[src/rtl/shift_sequencer.sv]
// Command-driven controller for an 8-bit bidirectional shift register.
// Loads a word, shifts it N times, returns the result over valid/ready.
module shift_sequencer #(
  parameter int WIDTH = 8,
  localparam int CNT_W = $clog2(WIDTH + 1)
) (
  input  logic             clock,
  input  logic             reset,
  input  logic             abort,
  input  logic             cmd_valid,
  output logic             cmd_ready,
  input  logic [WIDTH-1:0] cmd_data,
  input  logic             cmd_shift_left,
  input  logic [CNT_W-1:0] cmd_count,
  output logic             res_valid,
  input  logic             res_ready,
  output logic [WIDTH-1:0] res_data,
  output logic             busy,
  output logic             sr_enable,
  output logic             sr_load,
  output logic             sr_shift_left,
  output logic [WIDTH-1:0] sr_datain,
  input  logic [WIDTH-1:0] sr_dataout
);

  typedef enum logic [1:0] {
    IDLE,
    LOAD,
    SHIFT,
    DONE
  } state_t;

  localparam logic [CNT_W-1:0] MAX_CNT = CNT_W'(WIDTH);

  state_t           state;
  state_t           state_n;
  logic [WIDTH-1:0] data_q;
  logic             dir_q;
  logic [CNT_W-1:0] rem;
  logic [CNT_W-1:0] count_clamped;
  logic             accept;

  assign count_clamped = (cmd_count > MAX_CNT) ? MAX_CNT : cmd_count;
  assign accept        = cmd_valid & cmd_ready;

  always_comb begin
    state_n = state;
    unique case (state)
      IDLE:    if (cmd_valid) state_n = LOAD;
      LOAD:    state_n = (rem == '0) ? DONE : SHIFT;
      SHIFT:   if (rem == CNT_W'(1)) state_n = DONE;
      DONE:    if (res_ready) state_n = IDLE;
      default: state_n = IDLE;
    endcase
    // abort outranks both command accept and result handshake
    if (abort) state_n = IDLE;
  end

  always_ff @(posedge clock or negedge reset) begin
    if (!reset) begin
      state  <= IDLE;
      data_q <= '0;
      dir_q  <= 1'b0;
      rem    <= '0;
    end else begin
      state <= state_n;
      if (accept) begin
        data_q <= cmd_data;
        dir_q  <= cmd_shift_left;
        rem    <= count_clamped;
      end else if (state == SHIFT && rem != '0) begin
        rem <= rem - CNT_W'(1);
      end
    end
  end

  // Control pins decode from registered state only
  assign sr_enable     = (state == LOAD) | (state == SHIFT);
  assign sr_load       = (state == LOAD);
  assign sr_shift_left = dir_q;
  assign sr_datain     = (state == LOAD) ? data_q : '0;

  assign res_valid = (state == DONE);
  assign res_data  = (state == DONE) ? sr_dataout : '0;
  assign busy      = (state != IDLE);
  assign cmd_ready = (state == IDLE) & ~abort;

endmodule

[config.mk]
export PLATFORM = sky130hd
export DESIGN_NAME = shift_sequencer
export DESIGN_NICKNAME = d
export VERILOG_FILES = /design/src/rtl/shift_sequencer.sv
export SDC_FILE = /design/constraint.sdc
export NUM_CORES = 1
export LEC_CHECK = 0
export ABC_AREA = 1
export BUFFER_PORTS_ARGS = -buffer_cell sky130_fd_sc_hd__buf_2
export CORE_UTILIZATION = 39
export DETAILED_ROUTE_END_ITERATION = 12
export GPL_ROUTABILITY_DRIVEN = 0
export GPL_TIMING_DRIVEN = 0
export PLACE_DENSITY_LB_ADDON = 0.3
export SETUP_SLACK_MARGIN = 0.3
export SLEW_MARGIN = 20
export SYNTH_ARGS = -nofsm -noshare
export SYNTH_HDL_FRONTEND = slang
export SYNTH_SLANG_ARGS = --single-unit
[constraint.sdc]
create_clock -name clock -period 3.6 [get_ports clock]
set_clock_uncertainty 0.2 [all_clocks]
set_input_delay 0 -clock clock [delete_from_list [all_inputs] [get_ports clock]]
set_output_delay 0 -clock clock [all_outputs]
set_load 0.01 [all_outputs]
==> results.toml, run 1 <==
[pwr]
comb_power_share_pct = 55.3
peakVddDrop_mv = 0.360
switching_share_pct = 44.1
p_leak_nw = 0.963
p_sw_mw = 0.401
seq_power_share_pct = 34.0
pwr-share-clk_pct = 10.7
internal_power_mw = 0.507
power_density_mw_per_mm2 = 615

[critical_path]
worstSetupStartpointType = "flop"
crit_fanout = 5
reg2reg_depth = 9
required_ps = 3620
critPathCaptureType = "flop"
path_class = "reg2reg"
cp.arrival_ps = 2140

[timing]
setup_violations = 0
hold_violations = 0
rsz0062_at_grt = "false"
worst_slew_pin_slew_ps = 652
final.min_clock_period_ps = 2120
tns_ps = 0
slew_headroom_pct = 56.4
drv_slew = 0
fin_crit_sh_pct = 58.9
max_freq_mhz = 471

[placed_design]
place_inst = 219
io_buffers = 47
place.detailed.hpwl_um = 1810

[clock_network]
clk_pin_slew_worst_paths_ps = 90
cts.sink_count = 15
cts_tree = "built"
cts_max_path_buffers = 2
root_buffer = "clkbuf_4"
h-tree-depth = 1
clk_latency_ps = 280
cts.repair.resized = 0
cts_inserted_buffers = 3
postCtsSetupRepairBufs = 0

[grt]
grt_pass1_vias = 989
grt_max_degree = 16
grt.busiest_layer = "met2"
globalRouteMet1Util_pct = 22.8
grt_pass1_wl_um = 4020
grt_usage_pct = 19.9
met3_usage_pct = 4.35
grt_overflow = 0
antenna_found_initial = 0
grtUsageMet2_pct = 34.4

[finish]
area_growth_pct = 49.1
antenna_cells = 0
fin_cells = 242
nets = 247
layout_common_cells = "nand2_1 (69), buf_2 (49), inv_1 (26), dlygate4sd3_1 (19), dfrtp_1 (15)"
layout_commonest_cell = "nand2_1"
drive_gt1_share_pct = 29.4

[drt]
drt-total-wl_um = 2440
via_count = 1090
wire_per_inst_um = 10.1
first_iter_violations = 12
drc_errors = 0
via_per_inst = 4.50
drtAntennaViolNets = 0
dr.pass1.iters = 4

[logic_synthesis]
seq_area_frac_synth_pct = 37.9
synth_seq_cells = 15
synth_warnings = 0
syn_area_per_cell_sq_um = 6.88
netlist_area_sq_um = 991
synth_cells = 144
synth.distinct_cells = 20
synth_nets = 176

[floorplan]
die_h_um = 52.4
num_rows = 17
fp.coreArea_sq_mm = 0.00230
die-area_sq_mm = 0.00275
start_util_pct = 43.1
ios = 48
dieWidth_um = 52.4

[min_path]
hp-class = "in2reg"
whs_path_depth = 7

[job]
maxCapViolCount = 0

[status]
status = "complete, no violations"
sequential cells by signal (all words and copies together), names as in the netlist:
signal / flops
state: 2
rem: 4
sr_shift_left: 1
data_q: 8
power by group through the flow:
stage | Clock, mW | Sequential, mW | Combinational [mW]
finish | 0.0976 | 0.309 | 0.502
floorplan | 0 | 0.302 | 0.346
CTS | 0.100 | 0.309 | 0.506
global placement | 0 | 0.310 | 0.464
global route | 0.107 | 0.320 | 0.576
detailed placement | 0 | 0.312 | 0.482
per-layer routing:
layer / routed length, um / vias up
met5: 0 / -
met4: 53 / 0
met3: 161 / 6
met2: 1230 / 40
met1: 997 / 483
li1: - / 561
synthesized netlist by cell type:
master | number | area [sq um]
inv_2 | 2 | 7.51
nand3_1 | 6 | 30.0
dfrtp_1 | 15 | 375
nor2_4 | 2 | 22.5
buf_2 | 2 | 10.0
nand3_4 | 1 | 17.5
a21oi_2 | 1 | 8.76
clkinv_1 | 1 | 3.75
inv_1 | 26 | 97.6
nor2_1 | 2 | 7.51
ha_1 | 6 | 75.1
nand2_2 | 1 | 6.26
nand2_1 | 69 | 259
xnor2_1 | 1 | 8.76
o21ai_0 | 3 | 15.0
buf_6 | 1 | 11.3
buf_4 | 1 | 7.51
a21boi_2 | 1 | 11.3
a21oi_1 | 2 | 10.0
nor2_2 | 1 | 6.26
final cells by class:
cell class                 instances  area (sq um)
inverter                          29           109
clock buffer                       4          26.3
timing repair buffer              66           425
fill                             227           820
sequential                        15           375
tap                               28          35.0
multi-input combinational         96           478
buffer                             4          28.8
cells by family (layout without fill, tap and decap cells):
logic type      after synthesis  in the layout  synth area share, %
flops                        15             15                 37.9
xor+xnor                      1              1                0.884
fa+ha+maj                     6              6                 7.58
simple gates                 82             82                 35.2
compound gates                7              7                 4.55
buf+inv                      33            103                 13.9
stage by stage:
stage / hold slack [ps] / setup slack, ps / instance area [sq um] / total power, mW / utilization, %
after global routing: 45.2 / 1340 / 1480 / 1.00 / 64.3
after CTS: 15.6 / 1490 / 1480 / 0.914 / 64.3
after detailed placement: -280 / 1990 / 1260 / 0.794 / 54.9
after global placement: -281 / 2010 / 1260 / 0.774 / 54.9
final: 12.5 / 1480 / 1480 / 0.909 / 64.3
after floorplan: -496 / 2100 / 991 / 0.648 / -
path summary, 6_finish.rpt:
path | from | end | slack [ps]
setup / recovery | state[0]$_DFFE_PN0P_ | state[1]$_DFFE_PN0P_ | 1480
min in group asynchronous | reset | sr_shift_left$_DFFE_PN0P_ | 590
hold reg to reg | data_q[5]$_DFFE_PN0P_ | data_q[5]$_DFFE_PN0P_ | 290
hold / removal | cmd_valid | state[0]$_DFFE_PN0P_ | 10
max in group asynchronous | reset | data_q[0]$_DFFE_PN0P_ | 2190
setup reg to reg | state[0]$_DFFE_PN0P_ | state[1]$_DFFE_PN0P_ | 1480
worst max-delay path: stages (launching register included):
cell	delay, ps
dfrtp_1	440
inv_1	130
ha_1	260
nand2_1	80
nand2_1	100
inv_1	50
nand2_1	80
nand2_1	50
a21oi_1	130
dlygate4sd3_1	550
what timing repair did:
item | 4_1_cts | 5_1_grt
endpoints found under the hold margin | 30 | 0
hold buffers | 19 | 0
setup endpoints to repair | 0 | 0
(Power assumes the default switching activity.)
==> run 2, diff against run 1 <==
Clock period 3.6 ns to 1.9 ns, I/O delays scaled along.
==> run 2 against run 1 <==
Sequential power up 90%. First-iteration DRC count did not move. Via count decreased by 1.3%. Clock-buffer cell count unchanged. Critical path depth did not move. Setup slack worse by 1100 ps. Sequential share of layout area is 0.91 points lower. Combinational power grew 120%.
==> results.toml, run 2 (synthesis results as in run 1) <==
[clock_network]
root_buffer = "clkbuf_4"
clk_latency_ps = 280
cts_max_path_buffers = 2
cts.sink_count = 15
cts_tree = "built"
h-tree-depth = 1
clk_pin_slew_worst_paths_ps = 90
cts_inserted_buffers = 3

[finish]
nets = 247
regMostFlops = "data_q"
area_growth_pct = 55.2
antenna_cells = 0
largestRegisters = "data_q x8, rem x4, state x2"
layout_common_cells = "nand2_1 (69), buf_2 (48), inv_1 (23), dlygate4sd3_1 (18), dfrtp_1 (14)"
drive_gt1_share_pct = 34.6
layout_commonest_cell = "nand2_1"
largest_register_ffs = 8

[timing]
slew_headroom_pct = 56.6
max_freq_mhz = 648
setup_violations = 0
drv_slew = 0
final.min_clock_period_ps = 1540
hold_ws_ps = 67.6
fin_crit_sh_pct = 81.2
hold_violations = 0
worst_slew_pin_slew_ps = 649
rsz0062_at_grt = "true"
tns_ps = 0

[grt]
grt_pass1_wl_um = 4030
grt_usage_pct = 20.0
antenna_found_initial = 0
grt_pass1_vias = 985
grt_max_degree = 16
grt_overflow = 0

[pwr]
pwr-share-clk_pct = 9.9
internal_power_mw = 1.04
comb_power_share_pct = 58.4
power_density_mw_per_mm2 = 1200
peakVddDrop_mv = 0.735
p_leak_nw = 0.962
p_sw_mw = 0.810
seq_power_share_pct = 31.6
switching_share_pct = 43.8

[drt]
via_per_inst = 4.45
drtAntennaViolNets = 0
drt-total-wl_um = 2560
wire_per_inst_um = 10.6
drc_errors = 0
via_count = 1076
dr.pass1.iters = 4
first_iter_violations = 12

[critical_path]
path_cells = "inv_2 -> ha_2 -> buf_6 -> nand2_1 -> inv_1 -> nand3_1 -> nand3_1 -> nand2_1 -> a21oi_1"
critPathCaptureType = "flop"
cp.arrival_ps = 1550
required_ps = 1910
crit_path_top_delay_cell = "dfrtp_1"
slowest_delay_ps = 420
path_class = "reg2reg"
crit_fanout = 9
worstSetupStartpointType = "flop"

[placed_design]
place.detailed.hpwl_um = 1810
io_buffers = 47

[floorplan]
num_rows = 17
dieWidth_um = 52.4
ios = 48
start_util_pct = 43.1
fp.coreArea_sq_mm = 0.00230
die-area_sq_mm = 0.00275
die_h_um = 52.4

[status]
status = "complete, no violations"

[job]
maxCapViolCount = 0

[min_path]
hp-class = "in2out"
-- run 2: cell types whose count changed in the layout (fill, tap and decap cells not counted), sizes merged --
cell	change
dlygate4sd3	-1
buf	+1
-- run 2: worst max-delay path, delay by kind of cell (launching register included) --
family	cells	cell delay (ps)
buffers and inverters	3	290
AOI/OAI and AO/OA	1	110
and+or+nand+nor	4	270
adders and majority gates	1	180
DFF	1	420
-- run 2: worst paths after layout --
check                                      start                    end  slack (ps)  depth (start not counted)
max reg2reg                 state[1]$_DFFE_PN0P_   state[0]$_DFFE_PN0P_         360                          9
max in group asynchronous                  reset   state[0]$_DFFE_PN0P_         460                          3
min reg2reg                data_q[5]$_DFFE_PN0P_  data_q[5]$_DFFE_PN0P_         290                          2
max                         state[1]$_DFFE_PN0P_   state[0]$_DFFE_PN0P_         360                          9
min                                sr_dataout[6]            res_data[6]          70                          4
min in group asynchronous                  reset  data_q[4]$_DFFE_PN0P_         590                          3
-- run 2: through the flow --
stage	util (%)	power [mW]	cells	worst slack (ps)	area, sq um
finish	66.9	1.85	242	357	1540
global route	66.9	2.03	242	215	1540
CTS	64.1	1.73	241	276	1470
detailed placement	54.9	1.50	219	289	1260
global placement	54.9	1.47	219	310	1260
floorplan	-	1.23	144	404	991
-- run 2: repair_timing --
| item | 4_1_cts | 5_1_grt |
|---|---|---|
| setup endpoints to repair | 12 | 32 |
| resized for setup | 2 | 16 |
| endpoints found under the hold margin | 30 | 0 |
| gates cloned | 0 | 0 |
| buffers inserted | 0 | 1 |
| pin swaps | 0 | 0 |
| hold buffers | 18 | 0 |
-- run 2: area by class of cell --
type	instances	area, sq um
Inverter	29	111
Tap cell	28	35.0
Sequential cell	15	377
Fill cell	215	759
Buffer	4	38.8
Multi-Input combinational cell	96	527
Clock buffer	4	26.3
Timing Repair Buffer	66	423
-- run 2: power groups by stage --
| stage | sequential (mW) | combinational (mW) | clock [mW] |
|---|---|---|---|
| 4_1_cts | 0.585 | 0.957 | 0.190 |
| 2_1_floorplan | 0.572 | 0.655 | 0 |
| 3_3_place_gp | 0.587 | 0.879 | 0 |
| 5_1_grt | 0.607 | 1.22 | 0.204 |
| 3_5_place_dp | 0.591 | 0.913 | 0 |
| 6_report | 0.586 | 1.08 | 0.184 |
-- run 2: per-layer routing --
layer	routed length, um	vias to the layer above	global-route usage (%)
met1	1050	477	22.8
li1	-	561	-
met4	30	0	10.1
met5	0	-	0
met2	1340	34	34.6
met3	150	4	4.35
